--- config.mk ---
export PLATFORM = sky130hd
export DESIGN_NAME = fetch_unit_flat
export DESIGN_NICKNAME = d
export VERILOG_FILES = /design/src/rtl/fetch_pkg.sv /design/src/rtl/fetch_if.sv /design/src/rtl/fetch_queue.sv /design/src/rtl/fetch_unit.sv /design/src/flat_wrapper.sv
export SDC_FILE = /design/constraint.sdc
export NUM_CORES = 1
export LEC_CHECK = 0
export CELL_PAD_IN_SITES_DETAIL_PLACEMENT = 1
export CELL_PAD_IN_SITES_GLOBAL_PLACEMENT = 1
export CORE_MARGIN = 2
export CORE_UTILIZATION = 45
export CTS_CLUSTER_DIAMETER = 50
export CTS_CLUSTER_SIZE = 24
export DETAILED_ROUTE_END_ITERATION = 10
export HOLD_SLACK_MARGIN = 0.08
export PLACE_DENSITY = 0.87
export SYNTH_ARGS = -nofsm -noshare
export SYNTH_HDL_FRONTEND = slang
export SYNTH_SLANG_ARGS = --single-unit
--- constraint.sdc ---
create_clock -name Clock -period 7.9 [get_ports Clock]
set_input_delay 1.58 -clock Clock [delete_from_list [all_inputs] [get_ports Clock]]
set_output_delay 1.58 -clock Clock [all_outputs]
set_load 0.02 [all_outputs]
--- src/rtl/fetch_pkg.sv ---
// Shared types and constants for the instruction-fetch stage.
package fetch_pkg;

  localparam int unsigned XLEN   = 32;
  localparam int unsigned QCNT_W = 2;

  localparam logic [XLEN-1:0] RESET_PC_DEFAULT = 32'h0000_0000;

  typedef enum logic [1:0] {
    HOLD  = 2'd0,
    FETCH = 2'd1,
    DRAIN = 2'd2
  } fetch_state_t;

  typedef struct packed {
    logic [XLEN-1:0] pc;
    logic [XLEN-1:0] instr;
  } fetch_entry_t;

  // Branch targets are word addresses; low bits are dropped.
  function automatic logic [XLEN-1:0] word_align(input logic [XLEN-1:0] a);
    return {a[XLEN-1:2], 2'b00};
  endfunction

endpackage

--- src/rtl/fetch_if.sv ---
// Instruction-memory request/ack bus between fetch (master) and memory (slave).
interface fetch_if;
  import fetch_pkg::*;

  logic            IMemReq;
  logic [XLEN-1:0] IMemAddr;
  logic            IMemAck;
  logic [XLEN-1:0] IMemData;

  modport master (output IMemReq, IMemAddr, input IMemAck, IMemData);
  modport slave  (input IMemReq, IMemAddr, output IMemAck, IMemData);

endinterface

--- src/rtl/fetch_queue.sv ---
// Two-entry shift FIFO of fetched words; head always lives in one register.
module fetch_queue
  import fetch_pkg::*;
(
  input  logic              Clock,
  input  logic              nReset,
  input  logic              push,
  input  logic              pop,
  input  logic              flush,
  input  fetch_entry_t      wdata,
  output logic [QCNT_W-1:0] count_next_c,
  output logic              valid,
  output fetch_entry_t      head
);

  logic [QCNT_W-1:0] count;
  fetch_entry_t      tail;
  logic              pop_ok;

  assign pop_ok = pop && valid;

  // Occupancy after this edge; flush wins over any push/pop.
  always_comb begin
    count_next_c = count;
    if (flush) begin
      count_next_c = '0;
    end else begin
      count_next_c = count + QCNT_W'(push) - QCNT_W'(pop_ok);
    end
  end

  always_ff @(posedge Clock or negedge nReset) begin
    if (!nReset) begin
      count <= '0;
      valid <= 1'b0;
      head  <= '0;
      tail  <= '0;
    end else begin
      count <= count_next_c;
      valid <= (count_next_c != '0);
      if (!flush) begin
        if (pop_ok && push) begin
          if (count == QCNT_W'(2)) begin
            head <= tail;
            tail <= wdata;
          end else begin
            head <= wdata;
          end
        end else if (pop_ok) begin
          head <= tail;
        end else if (push) begin
          if (count == '0) begin
            head <= wdata;
          end else begin
            tail <= wdata;
          end
        end
      end
    end
  end

endmodule

--- src/rtl/fetch_unit.sv ---
// Fetch stage: owns the fetch PC, runs the single-outstanding imem handshake,
// buffers returned words for decode and handles execute-stage redirects.
module fetch_unit
  import fetch_pkg::*;
#(
  parameter logic [XLEN-1:0] RESET_PC = RESET_PC_DEFAULT,
  parameter int unsigned     DEPTH    = 2
) (
  input  logic            Clock,
  input  logic            nReset,
  input  logic            Stall,
  input  logic            Taken,
  input  logic [XLEN-1:0] Target,
  fetch_if.master         imem,
  output logic            InstrValid,
  output logic [XLEN-1:0] Instr,
  output logic [XLEN-1:0] InstrPC
);

  fetch_state_t      state_q, state_d;
  logic [XLEN-1:0]   pc_q, pc_d;
  logic [XLEN-1:0]   redirect_q, redirect_d;
  logic              req_q, req_d;
  logic              push_c, pop_c, flush_c, room_c;
  logic [XLEN-1:0]   target_c;
  logic [QCNT_W-1:0] count_next_c;
  fetch_entry_t      head;

  assign target_c = word_align(Target);
  assign pop_c    = InstrValid && !Stall;
  assign flush_c  = Taken;
  // Only a correct-path ack in FETCH delivers a word; DRAIN acks are discarded.
  assign push_c   = (state_q == FETCH) && imem.IMemAck && !Taken;
  assign room_c   = count_next_c < QCNT_W'(DEPTH);

  fetch_queue u_queue (
    .Clock        (Clock),
    .nReset       (nReset),
    .push         (push_c),
    .pop          (pop_c),
    .flush        (flush_c),
    .wdata        ('{pc: pc_q, instr: imem.IMemData}),
    .count_next_c (count_next_c),
    .valid        (InstrValid),
    .head         (head)
  );

  // Next-state, next-PC and request decode.
  always_comb begin
    state_d    = state_q;
    pc_d       = pc_q;
    redirect_d = redirect_q;
    req_d      = 1'b0;
    case (state_q)
      HOLD: begin
        if (Taken) begin
          pc_d    = target_c;
          state_d = FETCH;
        end else if (room_c) begin
          state_d = FETCH;
        end
      end
      FETCH: begin
        if (imem.IMemAck) begin
          if (Taken) begin
            pc_d = target_c;
          end else begin
            pc_d    = pc_q + XLEN'(4);
            state_d = room_c ? FETCH : HOLD;
          end
        end else if (Taken) begin
          redirect_d = target_c;
          state_d    = DRAIN;
        end
      end
      DRAIN: begin
        // The wrong-path request must complete before the target can be issued.
        if (imem.IMemAck) begin
          pc_d    = Taken ? target_c : redirect_q;
          state_d = FETCH;
        end else if (Taken) begin
          redirect_d = target_c;
        end
      end
      default: state_d = HOLD;
    endcase
    req_d = (state_d != HOLD);
  end

  always_ff @(posedge Clock or negedge nReset) begin
    if (!nReset) begin
      state_q    <= HOLD;
      pc_q       <= RESET_PC;
      redirect_q <= '0;
      req_q      <= 1'b0;
    end else begin
      state_q    <= state_d;
      pc_q       <= pc_d;
      redirect_q <= redirect_d;
      req_q      <= req_d;
    end
  end

  assign imem.IMemReq  = req_q;
  assign imem.IMemAddr = pc_q;
  assign Instr         = head.instr;
  assign InstrPC       = head.pc;

endmodule

--- src/flat_wrapper.sv ---
// flat-port wrapper written by rule: the top's interface ports become plain ports
module fetch_unit_flat import fetch_pkg::*;
#(
  parameter logic [XLEN-1:0] RESET_PC = RESET_PC_DEFAULT,
  parameter int unsigned     DEPTH    = 2
)
  (Clock, nReset, Stall, Taken, Target, InstrValid, Instr, InstrPC, imem_IMemReq, imem_IMemAddr, imem_IMemAck, imem_IMemData);
  fetch_if imem_i ();
  input  logic Clock;
  input  logic nReset;
  input  logic Stall;
  input  logic Taken;
  input  logic [XLEN-1:0] Target;
  output logic InstrValid;
  output logic [XLEN-1:0] Instr;
  output logic [XLEN-1:0] InstrPC;
  output wire logic [$bits(imem_i.IMemReq)-1:0] imem_IMemReq;
  output wire logic [$bits(imem_i.IMemAddr)-1:0] imem_IMemAddr;
  input wire logic [$bits(imem_i.IMemAck)-1:0] imem_IMemAck;
  input wire logic [$bits(imem_i.IMemData)-1:0] imem_IMemData;
  assign imem_IMemReq = imem_i.IMemReq;
  assign imem_IMemAddr = imem_i.IMemAddr;
  assign imem_i.IMemAck = imem_IMemAck;
  assign imem_i.IMemData = imem_IMemData;
  fetch_unit #(.RESET_PC(RESET_PC), .DEPTH(DEPTH)) u_core (.Clock(Clock), .nReset(nReset), .Stall(Stall), .Taken(Taken), .Target(Target), .imem(imem_i), .InstrValid(InstrValid), .Instr(Instr), .InstrPC(InstrPC));
endmodule
# Word-level counts from Yosys, hierarchy flattened
# Cells that the tools add are included.
[classes]
n_addsub = 3
n_mul = 0
div = 0
order_cmp = 1
eq_ne = 9
shift = 0
muxes = 25
n_bitwise = 2
n_reduce_logical = 20
[ops]
columns = ["operator", "count"]
rows = [
  ["$mux 64", 10],
  ["$mux 32", 5],
  ["$pmux 32 s3", 1],
  ["$add 32x3->32 const B", 1],
  ["$mux 2", 7],
  ["$reduce_bool 3->1", 3],
  ["$ne 2x2->1 const B", 4],
  ["$pmux 2 s3", 1],
  ["$reduce_bool 2->1", 3],
  ["$logic_and 1x1->1", 5],
  ["$reduce_and 5->1", 1],
  ["$eq 2x2->1 const B", 2],
  ["$logic_not 2->1", 2],
  ["$ne 2x1->1 const B", 2],
  ["$reduce_and 4->1", 1],
  ["$reduce_and 3->1", 1],
  ["$add 2x1->2", 1],
  ["$eq 2x1->1 const B", 1],
  ["$logic_not 1->1", 2],
  ["$lt 2x2->1 const B", 1],
  ["$not 1->1", 2],
  ["$reduce_and 2->1", 1],
  ["$reduce_or 2->1", 1],
  ["$sub 2x1->2", 1],
  ["$mux 1", 1],
]
[totals]
ff_bits = 198
latch_bits = 0
ram_bits = 0
rom_bits = 0
inputBits = 69
output_inout_bits = 98
wordCells = 70
mem_count = 0

# Depth between registers and ports, before layout
# Gate-level depths: netlist (run 1).
[logic_depth]
word_depth = 12
depth_mapped = 12
mapped_depth_nobuf = 10

# Modules after synthesis
# Synthesis (run 1) repeated with hierarchy kept, for this count alone.
[unflattened]
hier_cells = 852
area_unflattened_um2 = 9758.1
[by_module_without_submodules]
columns = ["mod", "instances", "cells_per_inst", "area_per_inst_um2", "seq_area_each_um2"]
rows = [
  ["fetch_queue", 1, 431, 5744.3, 3278.1],
  ["fetch_unit", 1, 421, 4013.8, 1676.6],
]

# Worst setup path before layout (run 1)
# Ideal clock, no wire load.
[synth_path]
path_kind = "input port to flip-flop"
from = "input port imem_IMemAck"
to = "register u_core.u_queue.tail[0] (netlist name)"
setup_time_ps = 125
arrival_ps = 3495
t_required_ps = 7775
path_slack_ps = 4280
path_stages = 8
n_path_buf = 2
cell_sequence = "clkbuf_1 > nand3_1 > inv_1 > ha_1 > nor3_1 > o21ai_1 > clkbuf_1 > mux2_2"
[synth_via]
elab_chain_cells = 5
elab_cells_between_ends = 9
classes_between = "eq/ne (3); mux (1); reduce/logical (5)"
[synth_lines]
columns = ["element", "line_no", "source"]
rows = [
  ["start, declared", "flat_wrapper.sv:19", "input wire logic [$bits(imem_i.IMemAck)-1:0] imem_IMemAck;"],
  ["$logic_and 1x1->1 * (2 in series)", "fetch_unit.sv:33", "assign push_c = (state_q == FETCH) && imem.IMemAck && !Taken;"],
  ["$logic_and 1x1->1", "fetch_queue.sv:42", "if (pop_ok && push) begin"],
  ["$ne 2x1->1 (no line) (tied with other cells)", "n/a", ""],
  ["$reduce_and 5->1 (no line)", "n/a", ""],
  ["end signal, assigned", "fetch_queue.sv:45", "tail <= wdata;"],
  ["end signal, assigned", "fetch_queue.sv:55", "tail <= wdata;"],
  ["end, declared", "fetch_queue.sv:17", "fetch_entry_t tail;"],
]
# Every way passes the cells marked *; elsewhere a longest branch is shown, timed or not.
# A chain may end at the register's enable or synchronous reset.

# Final worst setup path (run 1)
[layout_path]
from = "input port Taken"
to = "register u_core.u_queue.head[61] (netlist name)"
[layout_via]
elab_chain_cells = 5
elab_cells_between_ends = 8
classes_between = "mux (1); bitwise (1); reduce/logical (6)"
[layout_lines]
columns = ["element", "line_no", "source"]
rows = [
  ["start, declared", "flat_wrapper.sv:12", "input logic Taken;"],
  ["$logic_not 1->1", "fetch_unit.sv:33", ""],
  ["$logic_and 1x1->1", "fetch_unit.sv:33", ""],
  ["$logic_and 1x1->1", "fetch_queue.sv:42", ""],
  ["$reduce_bool 3->1 (no line)", "n/a", ""],
  ["$reduce_and 3->1 (no line)", "n/a", ""],
]
# Several ways; a longest one is shown, not always the timed one.

==> impl_metrics.json, run 1 <==
{
  "finalHoldViolations": 0,
  "cpMostUsedCell": "buf_4",
  "globalplace.congestion": 0.808,
  "holdPathStages": 2,
  "cts_tree": "done",
  "ir_worst_vdd_mv": 0.189,
  "netlist_area_um2": 9300,
  "cts_sinks": 198,
  "cts-buffers-inserted": 17,
  "holdWs_ns": 0.479,
  "slew_violations": 0,
  "grtUsageTotal_pct": 24.9,
  "die_x_um": 148,
  "root_buffer": "clkbuf_16",
  "ctsResizeCount": 0,
  "clock_path_buffers": 2,
  "period_share_pct": 60.6,
  "fin_setup_tns_ns": 0,
  "final_core_util_pct": 58.3,
  "worst_pin_slew_ns": 1.22,
  "core_um2": 20200,
  "fin_nets": 1077,
  "critPathTopFamily": "buffers and inverters",
  "cp_cell_sequence": "clkdlybuf4s50_1 -> buf_4 -> clkinv_1 -> nand3_1 -> inv_1 -> ha_1 -> mux2i_4 -> buf_4 -> buf_4 -> nor2_1 -> a21oi_1 -> o21ai_0",
  "slew_headroom_pct": 18.8,
  "drt_wl_total_mm": 26.1,
  "critPathLaunchType": "input pin",
  "nFillCells": 2133,
  "rr_worst_depth": 11,
  "yosysWarnings": 0,
  "syn_to_final_growth_pct": 26.8,
  "drtPass1Iterations": 4,
  "seq_area_um2": 4950,
  "cp.required_ns": 8.19,
  "crit_fanout": 43,
  "drt_iter0_markers": 385,
  "status": "finished, final reports clean",
  "p_leak_nw": 4.96,
  "yosysUniqueCellTypes": 61,
  "port_buffers": 164,
  "holdPathEnd": "u_core.u_queue.head[3]",
  "finClkSkew_ns": 0.0164,
  "rsz0062_at_grt": "no",
  "crit_type": "in2reg",
  "row_count": 52,
  "max-cap-violations": 0,
  "fin_area_um2": 11800,
  "synth-seq-cells": 198,
  "avgSynthCellArea_um2": 10.9,
  "clk_latency_ns": 0.44,
  "r2r_end": "u_core.u_queue.head[61]",
  "r2r-start": "u_core.state_q[1]",
  "path_clk_slew_ns": 0.08,
  "grt_start_max_net_pins": 90,
  "vias": 7342,
  "fin_total_pwr_mw": 4.70,
  "worstHoldPathType": "reg2reg",
  "syn_nets": 934,
  "seq_area_frac_synth_pct": 53.3,
  "synth-edff-count": 0,
  "power_density_nw_per_um2": 399,
  "multi_input_area_um2": 4130,
  "initial_core_util_pct": 46.0,
  "ys.flop_type": "dfrtp_1",
  "ioPinCount": 167,
  "end_kind": "flop",
  "die_h_um": 148,
  "placed_area_um2": 11200,
  "postCtsSetupBuffers": 0,
  "wl_per_cell_um": 20.4,
  "htreeDepth": 4,
  "post-dp-hpwl_mm": 17.9,
  "finalSetupViolCount": 0,
  "max_freq_mhz": 209,
  "max_stage_delay_ns": 0.62,
  "slowest_stage": "buf_4",
  "drc_errors": 0,
  "min_period_ns": 4.78,
  "grt_pass1_wl_mm": 42.5,
  "path_buf_inv": 6,
  "async_flop_share_pct": 100,
  "grt_pass1_vias": 7863,
  "overflow": 0,
  "antenna_left": 0,
  "synth_cells": 855,
  "cts_hold_buf": 0,
  "final_layout_size_suffix_gt1_share_pct": 15.1,
  "critPathArrivalTime_ns": 5.07,
  "die_area_um2": 21800,
  "via_per_inst": 5.73,
  "r2r_slack_ns": 4.40,
  "antenna_found_initial": 1,
  "hold_start": "u_core.u_queue.head[3]"
}
[stage by stage]
stage               std cells  worst slack [ns]
finish                   1282              3.12
global route             1282              2.83
CTS                      1281              3.13
detailed placement       1249              2.70
global placement         1249              2.75
floorplan                 855              4.28
[synthesized netlist by cell type, types with 2 or more instances]
cell type / n / area share (%)
a222oi_1: 4 / 0.43
a221o_1: 2 / 0.22
a22o_1: 8 / 0.75
xnor2_1: 6 / 0.56
buf_1: 3 / 0.12
o21ai_0: 108 / 5.8
mux2_2: 92 / 11
and2_1: 4 / 0.27
nand2b_1: 4 / 0.27
o31ai_1: 3 / 0.24
nor2_1: 48 / 1.9
o2bb2ai_1: 5 / 0.47
nor3_1: 10 / 0.54
nand2_1: 103 / 4.2
a221oi_1: 11 / 1.0
a22oi_1: 6 / 0.48
ha_1: 10 / 1.3
or2_2: 2 / 0.13
nand4_1: 8 / 0.54
a31oi_1: 5 / 0.34
o221ai_1: 6 / 0.56
nor3b_1: 3 / 0.24
nor4b_1: 2 / 0.19
o211ai_1: 2 / 0.16
clkbuf_1: 46 / 1.9
and3_1: 5 / 0.34
mux2i_1: 61 / 6.6
nor4_1: 4 / 0.27
inv_1: 15 / 0.61
xor2_1: 4 / 0.38
buf_2: 3 / 0.16
dfrtp_1: 198 / 53
nor2b_1: 4 / 0.27
a21oi_1: 19 / 1.0
nand3_1: 15 / 0.81
[cell families (layout without fill, tap and decap cells)]
kind of cell / Yosys count / after routing / share of synthesized area [%]
and+or+nand+nor: 223 / 223 / 11.1
adders and majority gates: 11 / 11 / 1.45
xor gates and xnor gates: 10 / 10 / 0.941
buffers and inverters: 68 / 224 / 2.78
AOI/OAI and AO/OA: 192 / 192 / 12.8
DFF: 198 / 198 / 53.3
muxes: 153 / 153 / 17.7
other: 0 / 1 / 0
[routing by layer]
layer  GRT usage [%]  vias up  wire length (µm)
met5               0        -                 0
met4            7.69        0               473
met3            4.88       34              1090
met2            42.2      184             13000
met1            32.4     3759             11600
li1                -     3365                 -
[cells in the final DEF, fill, tap and decap left out, types with 3 or more instances in the layout]
master             n
a21oi_1           19
a221oi_1          11
a222oi_1           4
a22o_1             8
a22oi_1            6
a31oi_1            5
and2_1             4
and3_1             5
buf_4             12
clkbuf_16         17
clkdlybuf4s50_1  163
clkinv_4           3
dfrtp_1          198
ha_1              10
inv_1             15
inv_6              4
mux2_2            92
mux2i_1           60
nand2_1          103
nand2b_1           4
nand3_1           15
nand4_1            8
nor2_1            48
nor2b_1            4
nor3_1            10
nor3b_1            3
nor4_1             4
o21ai_0          106
o221ai_1           6
o2bb2ai_1          5
o31ai_1            3
xnor2_1            6
xor2_1             4
[worst reg2reg max path: stages, from the launching register on]
cell and delay [ns]:
dfrtp_1 0.44, inv_1 0.11, ha_1 0.42, nand3_1 0.20
inv_1 0.09, ha_1 0.25, mux2i_4 0.25, buf_4 0.62
buf_4 0.58, nor2_1 0.12, a21oi_1 0.17, o21ai_0 0.09
[power breakdown]
group          switching, mW  internal [mW]
Combinational           1.08          0.922
Sequential             0.379           1.46
Clock                  0.410          0.452
Total                   1.87           2.83
[registers in the layout, indices dropped and copies added, names as in the netlist]
name,flops
u_core.u_queue.valid,1
u_core.u_queue.head,64
u_core.u_queue.count,2
u_core.imem.IMemAddr,32
u_core.state_q,2
u_core.imem.IMemReq,1
u_core.u_queue.tail,64
u_core.redirect_q,32
[how the worst max path moves through the flow]
| stage | from | endpoint | depth (start not counted) |
|---|---|---|---|
| after detailed placement | Taken | u_core.u_queue.head[57] | 11 |
| after CTS | Taken | u_core.u_queue.head[61] | 12 |
| after global routing | Taken | u_core.u_queue.head[57] | 11 |
| final | Taken | u_core.u_queue.head[61] | 12 |
| after floorplan | imem_IMemAck | u_core.u_queue.tail[0] | 8 |
| after global placement | Taken | u_core.u_queue.head[58] | 11 |
[layout make-up]
| type | instances | share of cell area (%) |
|---|---|---|
| Multi-Input combinational cell | 589 | 35.0 |
| Sequential cell | 198 | 42.0 |
| Clock inverter | 14 | 1.18 |
| Inverter | 16 | 0.509 |
| Tap cell | 270 | 2.86 |
| Antenna cell | 1 | 0.0212 |
| Clock buffer | 18 | 3.72 |
| Timing Repair Buffer | 176 | 14.7 |
Note: power is estimated with default switching activity, not from simulation.
==> run 2, diff against run 1 <==
Settings changed: CORE_UTILIZATION 45 to 37, PLACE_DENSITY 0.87 to 0.77.
Clock period 7.9 ns to 3.9 ns, I/O delays scaled along.
==> run 2 against run 1 <==
- clock skew is 0.0058 ns lower
- critical path depth shrank 4
- non-clock buffer count increased by 14
- global-route usage fell by 5.1 points
- hold slack worse by 0.081 ns
==> impl_metrics.json, run 2 (synthesis results as in run 1) <==
{
  "ir_worst_vdd_mv": 0.324,
  "cts_hold_buf": 0,
  "clk_latency_ns": 0.43,
  "clock_path_buffers": 2,
  "max_stage_delay_ns": 0.73,
  "r2r_slack_ns": 1.14,
  "cp.required_ns": 4.21,
  "finalHoldViolations": 0,
  "cts_tree": "done",
  "post-dp-hpwl_mm": 17.7,
  "r2r_end": "u_core.imem.IMemAddr[17]",
  "wl_per_cell_um": 18.9,
  "period_share_pct": 77.2,
  "rsz0062_at_grt": "no",
  "globalplace.congestion": 0.802,
  "worstHoldPathType": "in2async",
  "grt_start_max_net_pins": 129,
  "status": "finished, final reports clean",
  "critPathTopFamily": "buffers and inverters",
  "crit_type": "in2reg",
  "end_kind": "flop",
  "htreeDepth": 4,
  "grt_pass1_wl_mm": 41.2,
  "ctsResizeCount": 0,
  "port_buffers": 164,
  "path_clk_slew_ns": 0.08,
  "fin_area_um2": 12000,
  "finClkSkew_ns": 0.0105,
  "max-cap-violations": 0,
  "critPathArrivalTime_ns": 3.32,
  "placed_area_um2": 11500,
  "num_antenna_cells": 0,
  "worst_pin_slew_ns": 0.860,
  "initial_core_util_pct": 37.3,
  "power_density_nw_per_um2": 793,
  "r2r-start": "u_core.state_q[0]",
  "die_h_um": 163,
  "final_layout_size_suffix_gt1_share_pct": 16.2,
  "die_area_um2": 26400,
  "ioPinCount": 167,
  "slew_violations": 0,
  "syn_to_final_growth_pct": 29.4,
  "final_cell_mix": "dfrtp_1, clkdlybuf4s50_1, o21ai_0, nand2_1, mux2_2",
  "postCtsSetupBuffers": 0,
  "die_x_um": 163,
  "grtUsageTotal_pct": 19.8,
  "slowest_stage": "clkdlybuf4s50_1",
  "via_per_inst": 5.37,
  "root_buffer": "clkbuf_16",
  "min_period_ns": 3.01,
  "final_core_util_pct": 48.2,
  "finalSetupViolCount": 0,
  "drt_iter0_markers": 465,
  "biggestRegsByFlops": "u_core.u_queue.head x64, u_core.u_queue.tail x64",
  "drt_wl_total_mm": 25.6,
  "drtPass1Iterations": 6,
  "cts-buffers-inserted": 17,
  "stdcell_count": 1355,
  "crit_fanout": 12,
  "vias": 7277,
  "fin_nets": 1091,
  "antenna_left": 0,
  "core_um2": 25000,
  "row_count": 58,
  "path_buf_inv": 3,
  "slew_headroom_pct": 42.7,
  "grt_pass1_vias": 7493,
  "antenna_found_initial": 0,
  "fin_setup_tns_ns": 0,
  "max_freq_mhz": 332,
  "critPathLaunchType": "input pin",
  "final_common_cell": "dfrtp_1",
  "cp_cell_sequence": "clkdlybuf4s50_1 -> nand3_1 -> inv_1 -> ha_1 -> mux2i_4 -> buf_4 -> mux2i_1 -> o21ai_0",
  "dpl.cell_count": 1323,
  "rr_worst_depth": 7,
  "overflow": 0,
  "drc_errors": 0,
  "cts_sinks": 198,
  "p_leak_nw": 5.06
}
==> run 2: changes by cell type in the layout (fill, tap and decap cells not counted), sizes merged <==
cell,delta
inv,+2
buf,+14
diode,-1
clkbuf,-1
clkinv,-1
==> run 2: area by class of cell <==
class                           count  area, µm²
Multi-Input combinational cell    589       4130
Inverter                           16       60.1
Fill cell                        2746      12900
Clock buffer                       17        425
Timing Repair Buffer              190       1900
Clock inverter                     15        159
Sequential cell                   198       4950
Tap cell                          330        413
==> run 2: worst max path at each step <==
stage / start / to / slack (ns) / cells after the start
global placement: imem_IMemAck / u_core.u_queue.head[27] / 0.48 / 8
CTS: imem_IMemAck / u_core.u_queue.head[21] / 0.86 / 8
global route: imem_IMemAck / u_core.u_queue.head[21] / 0.66 / 8
detailed placement: imem_IMemAck / u_core.u_queue.head[25] / 0.40 / 8
finish: imem_IMemAck / u_core.u_queue.head[25] / 0.89 / 8
floorplan: imem_IMemAck / u_core.u_queue.tail[0] / 1.08 / 8
==> run 2: per-stage QoR <==
stage	hold slack (ns)	power [mW]	setup WS, ns
finish	0.398	9.55	0.889
floorplan	0.450	5.98	1.08
detailed placement	0.471	7.86	0.405
CTS	0.442	9.65	0.863
global placement	0.460	7.67	0.483
global route	0.449	10.2	0.655
==> run 2: per-layer routing <==
metal	share of wire, %	routed length [µm]	GRT usage (%)	vias to the layer above
met2	48	12200	32.1	171
met5	0	0	0	-
met1	47	11900	27.8	3699
met3	4.4	1120	3.08	21
met4	1.2	308	5.23	0
li1	-	-	-	3386
==> run 2: where the power goes <==
part           switching (mW)  total, mW  internal, mW
Clock                   0.858       1.77         0.909
Combinational            2.13       4.08          1.95
Sequential              0.756       3.71          2.95
==> RTL edit 1: new RTL, config.mk and constraints of run 2 <==
The package constant `XLEN` goes from 32 to 64.
--- a/src/rtl/fetch_pkg.sv
+++ b/src/rtl/fetch_pkg.sv
@@ -2,5 +2,5 @@
 package fetch_pkg;
 
-  localparam int unsigned XLEN   = 32;
+  localparam int unsigned XLEN   = 64;
   localparam int unsigned QCNT_W = 2;
 
Interface: changed (5 resized); port bits go from 167 to 327. No check against the original RTL was run, so the function may have changed too.
==> RTL edit 1 against run 2 <==
  * Via count rose by 120%
  * Sequential cell count is 192 higher
  * Non-clock buffer count increased by 188
  * Total power rose by 120%
  * Die area up 100%
  * Design area is 110% higher
  * Routed wire length rose to 2.5 times the old value
  * Hold slack lost 0.15 ns
  * Synthesized cell count grew 110%
  * Clock skew rose by 0.017 ns
  * First-iteration DRC count rose to 2.8 times the old value
  * Setup slack worse by 0.16 ns
  * Synthesized area up 100%
  * Critical path depth up 1
  * Largest cell class unchanged
==> RTL edit 1: results (changes against run 2) <==
status: "completed"  # unchanged
clock_buffers: 51  # was 17
cts-buffers-inserted: 45  # was 17
synth.area.mux_share: 0.178  # was 0.177
wl_met2_mm: 31.4  # was 12.2 mm
leakage_nw: 10.3  # was 5.06 nW
place_ws_ns: 0.284  # was 0.405 ns
via_per_inst: 5.67  # was 5.37
met2_usage: 0.401  # was 0.321
max_stage_delay_ns: 0.49  # was 0.73 ns
postLayoutCoreUtil: 0.491  # was 0.482
diodes: 7  # was 0
dp_hpwl_mm: 44.6  # was 17.7 mm
nFlopsAndLatches: 390  # was 198
yosysSeqAreaShare: 0.515  # was 0.533
arrival_ns: 3.63  # was 3.32 ns
gr-usage-met3: 0.0489  # was 0.0308
drive_gt1_frac: 0.166  # was 0.162
synthTopCellsByCount: "dfrtp_1 (390), o21ai_0 (222), mux2_2 (191)"  # was dfrtp_1 (198), o21ai_0 (108), nand2_1 (103)
use_met1: 0.318  # was 0.278
gp_congestion: 0.879  # was 0.802
dr.pass1.iters: 5  # was 6
place_inst: 2689  # was 1323
synth_nets: 1928  # was 934
top_regs: "u_core.u_queue.head x128, u_core.u_queue.tail x128"  # was u_core.u_queue.head x64, u_core.u_queue.tail x64
inv_count: 20  # was 16
multiInputGateArea_mm2: 0.00858  # was 0.00413 mm^2
wirelength_mm: 64.6  # was 25.6 mm
port_buffers: 324  # was 164
seqCellArea_mm2: 0.00976  # was 0.00495 mm^2
clock_latency_ns: 0.58  # was 0.43 ns
synth-compound-area-share: 0.139  # was 0.128
met3_length_mm: 3.97  # was 1.12 mm
fin_skew_ns: 0.0277  # was 0.0105 ns
post_synth_fa_ha_maj_area_fraction: 0.00660  # was 0.0145
synth_xor_area_frac: 0.00396  # was 0.00941
relSlewSlack: 0.418  # was 0.427
avgSynthCellArea_um2: 10.6  # was 10.9 um^2
antenna_found_initial: 9  # was 0
track_usage: 0.241  # was 0.198
intPower_w: 0.0126  # was 0.00581 W
multi_input_comb_cells: 1229  # was 589
final_cell_count_no_fill: 2780  # was 1355
drt_iter0_drc: 1302  # was 465
yosysUniqueCellTypes: 66  # was 61
clk_path_buf_depth: 3  # was 2
placedInstanceArea_mm2: 0.0231  # was 0.0115 mm^2
seqPwrFrac: 0.356  # was 0.388
fin_nets: 2207  # was 1091
syn_area_mm2: 0.0190  # was 0.00930 mm^2
nFillCells: 5345  # was 2746
grt_pass1_wl_mm: 101  # was 41.2 mm
grt_pass1_vias: 16801  # was 7493
p_clk_frac: 0.214  # was 0.185
htreeDepth: 2  # was 4
swShare: 0.407  # was 0.392
critPathMaxFanout: 48  # was 12
RTL edit 1: path summary, 6_finish.rpt:
kind | endpoint | start | slack (ns) | depth (start not counted)
min in group Clock | u_core.u_queue.head[101]$_DFFE_PN0P_ | u_core.u_queue.head[101]$_DFFE_PN0P_ | 0.48 | 2
setup / recovery | u_core.u_queue.tail[44]$_DFFE_PN0P_ | u_core.state_q[0]$_DFF_PN0_ | 0.72 | 9
setup reg to reg | u_core.u_queue.tail[44]$_DFFE_PN0P_ | u_core.state_q[0]$_DFF_PN0_ | 0.72 | 9
hold reg to reg | u_core.u_queue.head[101]$_DFFE_PN0P_ | u_core.u_queue.head[101]$_DFFE_PN0P_ | 0.48 | 2
max in group asynchronous | u_core.u_queue.tail[24]$_DFFE_PN0P_ | nReset | 2.68 | 2
hold / removal | u_core.u_queue.tail[76]$_DFFE_PN0P_ | nReset | 0.25 | 1
==> RTL edit 2: new RTL, config.mk and constraints of run 2 <==
Without the edit above. Reset style: synchronous (`nReset`), changed in 2 clocked blocks.
--- a/src/rtl/fetch_queue.sv
+++ b/src/rtl/fetch_queue.sv
@@ -30,5 +30,5 @@
   end
 
-  always_ff @(posedge Clock or negedge nReset) begin
+  always_ff @(posedge Clock) begin
     if (!nReset) begin
       count <= '0;
--- a/src/rtl/fetch_unit.sv
+++ b/src/rtl/fetch_unit.sv
@@ -88,5 +88,5 @@
   end
 
-  always_ff @(posedge Clock or negedge nReset) begin
+  always_ff @(posedge Clock) begin
     if (!nReset) begin
       state_q    <= HOLD;
Function: differs if nReset is asserted again (counterexample within 4 cycles, from zero or initial values and one cycle with nReset low); with nReset held inactive, the same outputs for 4 cycles.
==> RTL edit 2 against run 2 <==
  * Routed wire length up 8.3%
  * Sequential share of layout area down 6.6 points
  * Design area is 4.7% lower
  * Register-to-register slack worse by 0.40 ns
  * Synthesized area shrank 2.6%
  * Utilization down 0.76 points
  * Critical path depth increased by 1
  * Largest cell class is now multi-input combinational cells
  * Setup slack worse by 0.15 ns
  * Hold slack improved by 0.054 ns
  * Sequential cell count did not move
  * Via count is 14% higher
  * Die area down 2.6%
Power is not compared: it rests on default switching activity, and its combinational part moved more than twofold at a synthesized area within 25%.
==> RTL edit 2: results (changes against run 2) <==
tns_ns: 0  # unchanged
synth.area.mux_share: 0.0753  # was 0.177
rrSetupSlack_ns: 0.74  # was 1.14 ns
cts_setup_buffers: 0  # unchanged
critPathMaxFanout: 25  # was 12
relSlewSlack: 0.497  # was 0.427
grt_pass1_wl_mm: 44.4  # was 41.2 mm
ctsHoldBuffers: 0  # unchanged
port_buffers: 164  # unchanged
endpoint: "u_core.u_queue.head[16]$_SDFFE_PN0P_"  # was u_core.u_queue.head[25]$_DFFE_PN0P_
track_usage: 0.214  # was 0.198
diodes: 0  # unchanged
via_per_inst: 5.42  # was 5.37
yosysMostFrequentCell: "nand2_1"  # was dfrtp_1
synth_xor_area_frac: 0.00442  # was 0.00941
cp-start-kind: "flop"  # was primary input
post_synth_fa_ha_maj_area_fraction: 0.0138  # was 0.0145
dp_hpwl_mm: 18.7  # was 17.7 mm
nFillCells: 2825  # was 2746
fin_skew_ns: 0.0116  # was 0.0105 ns
cts_root_buf: "clkbuf_16"  # unchanged
fin_nets: 1274  # was 1091
arrival_ns: 3.45  # was 3.32 ns
grt_pass1_vias: 8280  # was 7493
cts-buffers-inserted: 17  # unchanged
hold_path_class: "reg2reg"  # was in2async
dr.pass1.iters: 5  # was 6
synth-compound-area-share: 0.210  # was 0.128
cp_top_family: "adder cells"  # was buffers and inverters
status: "completed"  # unchanged
max_stage_delay_ns: 0.55  # was 0.73 ns
drt_iter0_drc: 479  # was 465
yosysSeqAreaShare: 0.438  # was 0.533
yosysUniqueCellTypes: 67  # was 61
synthTopCellsByCount: "nand2_1 (220), dfxtp_1 (198), a21oi_1 (111)"  # was dfrtp_1 (198), o21ai_0 (108), nand2_1 (103)
avgRoutedWirePerCell_um: 18.1  # was 18.9 um
synthTopCellsByArea: "dfxtp_1 (44%), nand2_1 (9.1%), mux2i_1 (7.4%), a21oi_1 (6.1%), a211oi_1 (5.6%)"  # was dfrtp_1 (53%), mux2_2 (11%), mux2i_1 (6.6%), o21ai_0 (5.8%), nand2_1 (4.2%)
synth_nets: 1158  # was 934
clock_latency_ns: 0.44
critPathSlowestCell: "mux2_4"  # was clkdlybuf4s50_1
worstReg2RegStart: "u_core.state_q[0]$_SDFF_PN0_"  # was u_core.state_q[0]$_DFF_PN0_
reg2regPathDepth: 9  # was 7
gp_congestion: 0.840  # was 0.802
async_flop_share: 0  # was 1.00
drive_gt1_frac: 0.0646  # was 0.162
[RTL edit 2: cell families (layout without fill, tap and decap cells)]
logic type / count (synthesis) / after routing
compound gates: 290 / 290
xor+xnor: 3 / 3
fa+ha+maj: 10 / 10
buf+inv: 103 / 232
flops: 198 / 198
mux: 68 / 68
simple gates: 407 / 407
[RTL edit 2: layout make-up]
cell class              instances  area, um^2  area share
flip-flops and latches        198        3960       0.345
repair buffers                190        1900       0.165
inverters                      10        42.5     0.00371
clock buffers                  17         425      0.0371
well taps                     324         405      0.0353
multi-input cells             778        4550       0.397
clock inverters                15         186      0.0162
[RTL edit 2: power by group through the flow]
stage	Sequential (W)	Clock [W]	Combinational, W
3_3_place_gp	0.00226	0	0.000759
6_report	0.00222	0.00186	0.000775
5_1_grt	0.00224	0.00198	0.000838
4_1_cts	0.00222	0.00190	0.000779
3_5_place_dp	0.00227	0	0.000774
2_1_floorplan	0.00230	0	0.000374
[RTL edit 2: worst min-delay path by stage]
stage	startpoint	endpoint	cells after the start	slack, ns
6_report	u_core.u_queue.tail[28]$_SDFFE_PN0P_	u_core.u_queue.tail[28]$_SDFFE_PN0P_	2	0.45
5_1_grt	u_core.u_queue.tail[43]$_SDFFE_PN0P_	u_core.u_queue.tail[43]$_SDFFE_PN0P_	2	0.47
4_1_cts	u_core.u_queue.tail[11]$_SDFFE_PN0P_	u_core.u_queue.tail[11]$_SDFFE_PN0P_	2	0.45
3_5_place_dp	u_core.u_queue.tail[34]$_SDFFE_PN0P_	u_core.u_queue.tail[34]$_SDFFE_PN0P_	2	0.44
3_3_place_gp	u_core.u_queue.tail[27]$_SDFFE_PN0P_	u_core.u_queue.tail[27]$_SDFFE_PN0P_	2	0.44
2_1_floorplan	u_core.u_queue.tail[0]$_SDFFE_PN0P_	u_core.u_queue.tail[0]$_SDFFE_PN0P_	2	0.43
[RTL edit 2: worst min-delay path, delay by kind of cell, from the launching register on]
kind             cells  cell delay [ns]
AO/OA/AOI/OAI        1             0.05
AND/OR/NAND/NOR      1             0.05
flip-flops           1             0.31
[RTL edit 2: metrics by stage]
step | worst slack [ns] | instances | hold WS, ns | area, um^2
detailed placement | 0.470 | 1500 | 0.443 | 10900
CTS | 0.722 | 1532 | 0.454 | 11500
global placement | 0.567 | 1500 | 0.437 | 10900
finish | 0.742 | 1532 | 0.452 | 11500
global route | 0.536 | 1532 | 0.467 | 11500
floorplan | 1.38 | 1079 | 0.431 | 9060
[RTL edit 2: layer usage]
metal / GRT usage / up-vias / share of wire
met5: 0 / - / 0
met4: 0.0455 / 0 / 0.011
met2: 0.359 / 184 / 0.47
met1: 0.289 / 4052 / 0.48
met3: 0.0369 / 25 / 0.037
li1: - / 4042 / -
